### src/rtl/serial_adder.sv
`default_nettype none
// ============================================================================
// Module      : serial_adder
// Description : Digit-serial adder computing s = a + b + c_in over WIDTH bits,
//               DIGIT bits per clock through a registered inter-digit carry.
//               Operands enter and results leave on valid/ready handshakes.
// Revision    : 1.0 - initial release
// ============================================================================
module serial_adder #(
    parameter int WIDTH  = 8,
    parameter int DIGIT  = 1,
    parameter int SIGNED = 0
) (
    input  logic             clk,
    input  logic             rst_n,
    input  logic             in_valid,
    output logic             in_ready,
    input  logic [WIDTH-1:0] a,
    input  logic [WIDTH-1:0] b,
    input  logic             c_in,
    output logic             out_valid,
    input  logic             out_ready,
    output logic [WIDTH-1:0] s,
    output logic             c_out,
    output logic             ovf
);

    // Number of digit steps per operation and the counter width that spans them.
    localparam int N  = WIDTH / DIGIT;
    localparam int CW = (N > 1) ? $clog2(N) : 1;

    typedef enum logic [1:0] {
        S_IDLE = 2'd0,
        S_RUN  = 2'd1,
        S_DONE = 2'd2
    } state_t;

    state_t           r_state;
    logic [WIDTH-1:0] r_a;
    logic [WIDTH-1:0] r_b;
    logic [WIDTH-1:0] r_sum;
    logic             r_carry;
    logic [CW-1:0]    r_cnt;

    // Carry chain through the current digit; w_c[0] is the registered carry.
    logic [DIGIT:0]   w_c;
    logic [DIGIT-1:0] w_dsum;
    logic [WIDTH-1:0] w_sum_next;
    logic             w_ovf_next;
    logic             w_last;

    assign w_c[0] = r_carry;
    assign w_last = (r_cnt == CW'(N - 1));

    // One full-adder cell per bit of the digit, rippling the carry upward.
    generate
        for (genvar i = 0; i < DIGIT; i++) begin : g_fa
            assign w_dsum[i]  = r_a[i] ^ r_b[i] ^ w_c[i];
            assign w_c[i + 1] = (r_a[i] & r_b[i]) | (w_c[i] & (r_a[i] ^ r_b[i]));
        end
    endgenerate

    // New digit enters the sum register at the MSB end; after N steps the
    // first digit computed has reached bit 0.
    generate
        if (N > 1) begin : g_sum_shift
            assign w_sum_next = {w_dsum, r_sum[WIDTH-1:DIGIT]};
        end else begin : g_sum_single
            assign w_sum_next = w_dsum;
        end
    endgenerate

    // During the last digit, w_c[DIGIT-1] is the carry into bit WIDTH-1 and
    // w_c[DIGIT] the carry out of it.
    generate
        if (SIGNED != 0) begin : g_ovf_signed
            assign w_ovf_next = w_c[DIGIT - 1] ^ w_c[DIGIT];
        end else begin : g_ovf_unsigned
            assign w_ovf_next = w_c[DIGIT];
        end
    endgenerate

    // Control FSM plus datapath registers; all handshake outputs are registered.
    always_ff @(posedge clk or negedge rst_n) begin
        if (!rst_n) begin
            r_state   <= S_IDLE;
            r_a       <= '0;
            r_b       <= '0;
            r_sum     <= '0;
            r_carry   <= 1'b0;
            r_cnt     <= '0;
            in_ready  <= 1'b1;
            out_valid <= 1'b0;
            s         <= '0;
            c_out     <= 1'b0;
            ovf       <= 1'b0;
        end else begin
            case (r_state)
                S_IDLE: begin
                    if (in_valid) begin
                        r_a      <= a;
                        r_b      <= b;
                        r_carry  <= c_in;
                        r_cnt    <= '0;
                        in_ready <= 1'b0;
                        r_state  <= S_RUN;
                    end
                end
                S_RUN: begin
                    r_sum   <= w_sum_next;
                    r_a     <= r_a >> DIGIT;
                    r_b     <= r_b >> DIGIT;
                    r_carry <= w_c[DIGIT];
                    r_cnt   <= r_cnt + CW'(1);
                    if (w_last) begin
                        s         <= w_sum_next;
                        c_out     <= w_c[DIGIT];
                        ovf       <= w_ovf_next;
                        out_valid <= 1'b1;
                        r_state   <= S_DONE;
                    end
                end
                S_DONE: begin
                    // Result held until the consumer takes it; no accept this cycle.
                    if (out_ready) begin
                        out_valid <= 1'b0;
                        in_ready  <= 1'b1;
                        r_state   <= S_IDLE;
                    end
                end
                default: begin
                    out_valid <= 1'b0;
                    in_ready  <= 1'b1;
                    r_state   <= S_IDLE;
                end
            endcase
        end
    end

endmodule
`default_nettype wire

### config.mk
export PLATFORM = sky130hd
export DESIGN_NAME = serial_adder
export DESIGN_NICKNAME = d
export VERILOG_FILES = /design/src/rtl/serial_adder.sv
export SDC_FILE = /design/constraint.sdc
export NUM_CORES = 1
export LEC_CHECK = 0
export CAP_MARGIN = 20
export CELL_PAD_IN_SITES_DETAIL_PLACEMENT = 0
export CELL_PAD_IN_SITES_GLOBAL_PLACEMENT = 2
export CORE_MARGIN = 2
export CORE_UTILIZATION = 33
export DETAILED_ROUTE_END_ITERATION = 8
export PLACE_DENSITY_LB_ADDON = 0.1
export REMOVE_ABC_BUFFERS = 1
export SETUP_SLACK_MARGIN = 0.5
export SYNTH_ARGS = -nofsm -noshare
export SYNTH_HDL_FRONTEND = slang
export SYNTH_SLANG_ARGS = --single-unit
### constraint.sdc
create_clock -name clk -period 1.9 [get_ports clk]
set_input_delay 0.475 -clock clk [delete_from_list [all_inputs] [get_ports clk]]
set_output_delay 0.475 -clock clk [all_outputs]
set_load 0.01 [all_outputs]
# [Yosys cells after proc, flatten, opt, wreduce, memory -nomap -nowiden]
# Cells that the tools add are included.
[word_totals] reg_bits=41 out_inout_bits=12 wordCells=49
[op_classes] add_sub_neg=1 eq_ne=6 mux=18 bitwise_logic=7 n_reduce_logical=7
[op_table] cell="$pmux W8 S2" n=2
[op_table] cell="$mux W8" n=2
[op_table] cell="$reduce_and A3 Y1" n=3
[op_table] cell="$mux W2" n=3
[op_table] cell="$ne A2 B2 Y1 const B" n=3
[op_table] cell="$pmux W1 S3" n=2
[op_table] cell="$pmux W2 S3" n=1
[op_table] cell="$pmux W3 S2" n=1
[op_table] cell="$mux W1" n=5
[op_table] cell="$reduce_and A2 Y1" n=2
[op_table] cell="$add A3 B1 Y3 const B" n=1
[op_table] cell="$eq A3 B3 Y1 const B" n=1
[op_table] cell="$mux W3" n=1
[op_table] cell="$and A1 B1 Y1" n=2
[op_table] cell="$eq A2 B1 Y1 const B" n=1
[op_table] cell="$eq A2 B2 Y1 const B" n=1
[op_table] cell="$logic_not A2 Y1" n=1
[op_table] cell="$not A1 Y1" n=2
[op_table] cell="$pmux W1 S2" n=1
[op_table] cell="$reduce_bool A2 Y1" n=1
[op_table] cell="$xor A1 B1 Y1" n=2
[op_table] cell="$or A1 B1 Y1" n=1

# [Logic depth before layout (Yosys ltp)]
# Gate-level depths: netlist of the first run.
[logic_depth] ltp_word=4 depth_mapped=5 ltp_nobuf=4

# [Least setup slack after synthesis of the first run]
# OpenSTA, ideal clock, no wires.
[synth_timing] path_type="register to register" startpoint="register r_cnt[0]" endpoint="register ovf" setup_ps=125 arrival_time_ps=1238 required_ps=1775 slack_ps=537 path_stages_with_launch=5 cell_sequence="dfrtp_1 ha_1 ha_1 nand2_8 mux2_4"
[synth_between] elab_chain_len=2
[synth_rtl] item="start: declaration" line_no="43" rtl="logic [CW-1:0] r_cnt;"
[synth_rtl] item="start signal: assignment" line_no="114" rtl="r_cnt <= r_cnt + CW'(1);"
[synth_rtl] item="$eq A3 B3 Y1" line_no="53" rtl="assign w_last = (r_cnt == CW'(N - 1));"
[synth_rtl] item="$reduce_and A2 Y1 (no line)"
[synth_rtl] item="end signal: assignment" line_no="118" rtl="ovf <= w_ovf_next;"
[synth_rtl] item="end: declaration" line_no="25" rtl="output logic ovf"
# No other way between the ends.
# A chain may end at the register's enable or synchronous reset.

# [Worst setup path in the final report of the first run]
[layout_timing] startpoint="register in_ready" endpoint="output in_ready"
[layout_lines] item="start: declaration" line_no="17" rtl="output logic in_ready,"
[layout_lines] item="start signal: assignment" line_no="92" rtl="in_ready <= 1'b1;"
[layout_lines] item="start signal: assignment" line_no="105" rtl="in_ready <= 1'b0;"
[layout_lines] item="start signal: assignment" line_no="127" rtl="in_ready <= 1'b1;"
# No word-level cell between the ends.

==> out/qor.csv, run 1 <==
metric,value,unit
status,"complete, no violations",
internal power,2.41,mW
Leak,1.06,nW
Final #Nets,235,
Fin Setup TNS,0,ns
CP startpoint kind,flop,
Async SR Flop Fraction,1.00,
switching share of power,0.357,
Filler Cell Count,544,
synthesized area,0.00182,mm2
GPL Wtd Cong,0.725,
final number of hold-violating endpoints,0,
Die Y,78.2,um
vias per cell,4.97,
initial antenna violation count,0,
RR Endpoint,s[6]$_DFFE_PN0P_,
sequential share of power,0.411,
Synth area leader,dfrtp_1,
post-synth cell types,25,
pre-CTS setup slack,0.107,ns
die area,0.00611,mm2
"antenna viol nets, final",0,
Setup Viol. Count Final,0,
crit path buf inv count,1,
initial core utilization,0.336,
CTS hold repair buffers,0,
Max VDD drop,0.546,mV
Critical Path AT,0.93,ns
Clock transition at path regs,0.08,ns
"top cells by count, synth","dfrtp_1, nor3_1, nand2_1",
Crit-path slowest cell,dfstp_2,
RSZ-0062 raised after global routing,true,
worst path required time,1.42,ns
Num CTS Buffers,5,
P per Cell Area,1590,mW/mm2
Crit. End Element,output port,
Global Route Usage Sum,0.144,
Mapped Cells,168,
Tot Pwr,3.75,mW
Post-Layout Cell Count,284,
sequential share of the synthesized area,0.552,
"count leader, synth",dfrtp_1,
top post-synthesis cells by area,"dfrtp_1, mux2_4, nor3_1",
Most used DFF post-synth,dfrtp_1,
CTS tree,yes,
1st-iter DRT viols,26,
largest net degree at the start of global routing,28,
chip width,78.2,um
core area,0.00541,mm2
Slew Limit Headroom,0.657,
Clk network pwr share,0.184,
Detailed Route WL,4.26,mm
vias in the first global route,1353,
FMAX,0.712,GHz
Area Growth Syn to Fin,29.8,%
CTS Sinks,40,
Final Critical Period,1.40,ns
clk_lat worst skew,0.29,ns
CP cell instances,buf_6,
wire per inst,15.0,um
Crit Path Max Fanout,2,
total vias in the final route,1412,
Logic pwr share,0.405,
Worst Reg2Reg Path Length in Cells,4,
gr ovfl total,0,
maximum root-to-sink buffer count,2,
DRC violations left,0,
CP max stage delay,0.54,ns
H-Tree Depth,2,
max-cap viol count,0,
num rows,27,
Placed Cells incl. Taps,268,
"flops & latches, synth",40,
Final period util,0.739,
Worst path top cell family by delay,flip-flops,
Post-synth EDFFs,0,
first-pass GRT wire length,6.78,mm
Max Slew Vio Count,0,
Min-Delay Path Class,in -> async,
Slew @ Worst Pin,0.515,ns
CP Class,reg -> out,
reg2reg setup slack,0.52,ns
worst clock skew,0.00725,ns
IO Count,33,
Port Buffer Count,32,
DR pass1 iterations,4,
fin worst setup slack,0.496,ns
# diodes,0,
NetSw,1.34,mW
HPWL after DPL,2.67,mm
CTS Root Buffer Type,clkbuf_8,
worst r2r src,r_state[1]$_DFFE_PN0P_,
syn_area_per_cell,10.8,um2
share of layout cells above drive strength 1,0.245,
Synth top area share,0.537,
synth warn,0,
## cell families after synthesis
group           Yosys count  share of synthesized area
fa+ha+maj                 3                     0.0248
simple gates             68                      0.179
buf+inv                  14                     0.0461
flops                    40                      0.552
compound gates           34                      0.124
mux                       9                     0.0744
## final cells by class
class                   instances  area, um2  area share
well taps                      72       90.1      0.0382
inverters                       1       3.75     0.00159
clock inverters                 2       35.0      0.0149
clock buffers                   6       72.6      0.0308
flip-flops and latches         40       1000       0.425
multi-input cells             115        757       0.321
repair buffers                 48        397       0.168
## what timing repair did
action | 4_1_cts | 5_1_grt
gates resized for setup | 34 | 14
cloned | 0 | 1
pin swaps | 0 | 2
setup buffers | 3 | 4
setup endpoints to repair | 31 | 36
## per-layer routing
metal  global-route usage  vias to the layer above  wire, um
met4               0.0368                        0        51
met2                0.234                       27      2060
met3               0.0425                        5       140
li1                     -                      689         -
met5                    0                        -         0
met1                0.187                      691      2010
## power by group through the flow
stage	clock (mW)	combinational, mW	sequential (mW)
after global routing	0.768	1.70	1.60
after CTS	0.713	1.48	1.54
final	0.691	1.52	1.54
after detailed placement	0	1.49	1.56
after floorplan	0	0.844	1.59
after global placement	0	1.46	1.55
## flip-flops by register name, summed over array words and instances (netlist names), 2 cells and up
name / flops
r_state: 2
r_b: 8
r_a: 8
r_sum: 7
s: 8
r_cnt: 3
## per-stage QoR
stage	instance area, um2	util	hold WS [ns]
2_1_floorplan	1740	-	0.179
3_3_place_gp	2220	0.411	0.459
3_5_place_dp	2220	0.411	0.472
4_1_cts	2340	0.433	0.166
5_1_grt	2360	0.436	0.161
6_report	2360	0.436	0.148
## cell usage in the layout (no fill, tap or decap), drive strengths merged, types with 6 or more instances in the layout
cell type / synthesis / final
mux2: 9 / 9
o32ai: 6 / 6
nand2: 26 / 27
nor2: 10 / 10
clkdlybuf4s50: 0 / 18
nor3: 27 / 27
buf: 9 / 22
dfrtp: 39 / 39
o22ai: 15 / 15
clkbuf: 4 / 13
o21ai: 7 / 7
## worst max path at each step
stage,startpoint,depth (start not counted),endpoint,slack [ns]
floorplan,r_state[0]$_DFFE_PN0P_,3,ovf$_DFFE_PN0P_,0.13
global route,in_ready$_DFFE_PN1P_,1,in_ready,0.45
finish,in_ready$_DFFE_PN1P_,1,in_ready,0.50
CTS,in_ready$_DFFE_PN1P_,1,in_ready,0.47
detailed placement,in_valid,5,r_b[0]$_DFFE_PN0P_,0.11
global placement,in_valid,5,r_carry$_DFFE_PN0P_,0.15
Note: power is estimated with default switching activity, not from simulation.
==> run 2, diff against run 1 <==
==> constraint.sdc (replaced) <==
create_clock -name clk -period 1.45 [get_ports clk]
set_input_delay 0.3625 -clock clk [delete_from_list [all_inputs] [get_ports clk]]
set_output_delay 0.3625 -clock clk [all_outputs]
set_load 0.01 [all_outputs]
==> run 2 against run 1 <==
Effect of this change:
- the flow now finishes with violations (negative hold slack)
- first-iteration DRC count grew 19%
- combinational power grew 120%
- clock power grew 12%
- cell area grew 33%
==> out/qor.csv, run 2 (synthesized netlist as in run 1, its figures left out) <==
metric,value,unit,change
status,"complete, but fails checks",,"was complete, no violations"
failing checks,negative hold slack,,
CTS tree,yes,,unchanged
Max Slew Vio Count,0,,unchanged
initial antenna violation count,0,,unchanged
Post-Layout Cell Count,315,,was 284
biggest regs,"r_a: 8 flops, r_b: 8 flops, s: 8 flops",,unchanged
CTS Root Buffer Type,clkbuf_8,,unchanged
DR pass1 iterations,4,,unchanged
FMAX,0.725,GHz,
CTS Sinks,40,,unchanged
IO Count,33,,unchanged
maximum root-to-sink buffer count,2,,unchanged
Filler Cell Count,450,,was 544
wire per inst,16.3,um,was 15.0 um
Worst path top cell family by delay,flip-flops,,unchanged
Die Y,78.2,um,unchanged
Clock transition at path regs,0.08,ns,about the same
GPL Wtd Cong,0.727,,was 0.725
initial core utilization,0.336,,unchanged
gr ovfl total,0,,unchanged
Placed Cells incl. Taps,276,,was 268
Max VDD drop,0.744,mV,was 0.546 mV
P per Cell Area,2020,mW/mm2,was 1590 mW/mm2
largest net degree at the start of global routing,23,,was 28
DRC violations left,0,,unchanged
Min-Delay Path Class,in -> async,,unchanged
Area Growth Syn to Fin,72.9,%,was 29.8%
# diodes,0,,unchanged
Crit-path slowest cell,dfrtp_1,,was dfstp_2
CP startpoint kind,flop,,unchanged
CP cell instances,"ha_2, ha_4, nand2_8, buf_8, mux2_4",,was buf_6
Final period util,0.951,,
multi-input logic area,0.00111,mm2,was 757 um2
vias per cell,5.02,,was 4.97
Num CTS Buffers,5,,unchanged
"commonest non-fill, non-tap cell in the layout",dfrtp_1,,unchanged
Final #Nets,266,,was 235
share of layout cells above drive strength 1,0.560,,was 0.245
CP max stage delay,0.39,ns,was 0.54 ns
final number of hold-violating endpoints,10,,was 0
die area,0.00611,mm2,unchanged
Detailed Route WL,5.12,mm,was 4.26 mm
max-cap viol count,0,,unchanged
worst path required time,1.63,ns,was 1.42 ns
Global Route Usage Sum,0.170,,was 0.144
HPWL after DPL,2.98,mm,was 2.67 mm
Setup Viol. Count Final,0,,unchanged
Port Buffer Count,32,,unchanged
CP Class,reg -> reg,,was reg -> out
Final Critical Period,1.38,ns,
num rows,27,,unchanged
RSZ-0062 raised after global routing,true,,unchanged
Slew @ Worst Pin,0.374,ns,was 0.515 ns
Crit Path Max Fanout,5,,was 2
first-pass GRT wire length,7.94,mm,was 6.78 mm
crit path buf inv count,1,,unchanged
Leak,1.37,nW,was 1.06 nW
1st-iter DRT viols,31,,was 26
total vias in the final route,1581,,was 1412
chip width,78.2,um,unchanged
register area,0.00100,mm2,about the same
vias in the first global route,1559,,was 1353
clk_lat worst skew,0.30,ns,was 0.29 ns
core area,0.00541,mm2,unchanged
Critical Path AT,1.56,ns,was 0.93 ns
most frequent cells in the layout,"dfrtp_1, buf_4, nand2_1, clkdlybuf4s50_1, buf_2",,"was dfrtp_1, nor3_1, nand2_1"
hold slack final,-0.0294,ns,was 0.148 ns
Slew Limit Headroom,0.751,,was 0.657
"antenna viol nets, final",0,,unchanged
worst clock skew,0.00200,ns,was 0.00725 ns
H-Tree Depth,2,,unchanged
Crit. End Element,flop,,was output port
## run 2: final timing paths
check | from | end | slack, ns | depth (start not counted)
min | rst_n | s[0]$_DFFE_PN0P_ | -0.03 | 1
min reg2reg | r_sum[1]$_DFFE_PN0N_ | r_sum[1]$_DFFE_PN0N_ | 0.49 | 2
max in group asynchronous | rst_n | r_state[0]$_DFFE_PN0P_ | 1.03 | 2
max reg2reg | r_cnt[0]$_DFFE_PN0P_ | s[0]$_DFFE_PN0P_ | 0.07 | 5
max | r_cnt[0]$_DFFE_PN0P_ | s[0]$_DFFE_PN0P_ | 0.07 | 5
min in group clk | r_sum[1]$_DFFE_PN0N_ | r_sum[1]$_DFFE_PN0N_ | 0.49 | 2
## run 2: through the flow
stage | worst slack, ns | utilization | cell area, um2 | power [mW] | TNS [ns]
2_1_floorplan | -0.316 | - | 1740 | 3.19 | -8.41
3_3_place_gp | -0.181 | 0.422 | 2280 | 4.04 | -2.62
3_5_place_dp | -0.240 | 0.422 | 2280 | 4.11 | -3.68
4_1_cts | 0.0684 | 0.530 | 2860 | 5.79 | 0
5_1_grt | 0.0365 | 0.581 | 3140 | 6.76 | 0
6_report | 0.0707 | 0.581 | 3140 | 6.34 | 0
## run 2: layer usage
| metal | vias up | GRT usage | share of wire |
|---|---|---|---|
| met2 | 42 | 0.286 | 0.53 |
| li1 | 749 | - | - |
| met1 | 780 | 0.208 | 0.41 |
| met5 | - | 0 | 0 |
| met3 | 10 | 0.0425 | 0.042 |
| met4 | 0 | 0.0719 | 0.022 |
## run 2: repair_timing
item	CTS	global route
resized for setup	119	45
hold endpoints to repair	10	10
setup buffers	22	6
gates cloned	2	1
pin swaps	15	31
setup endpoints to repair	52	52
## run 2: cell type report
type	instances	share of cell area
Sequential cell	40	0.320
Timing Repair Buffer	80	0.263
Multi-Input combinational cell	114	0.355
Inverter	1	0.00359
Clock buffer	6	0.0263
Tap cell	72	0.0287
Clock inverter	2	0.00319
## run 2: where the power goes
group          switching (mW)  internal, mW  leakage [nW]
sequential              0.499          1.65         0.480
clock                   0.396         0.380        0.0510
combinational            1.45          1.97         0.843
total                    2.34          4.00          1.37
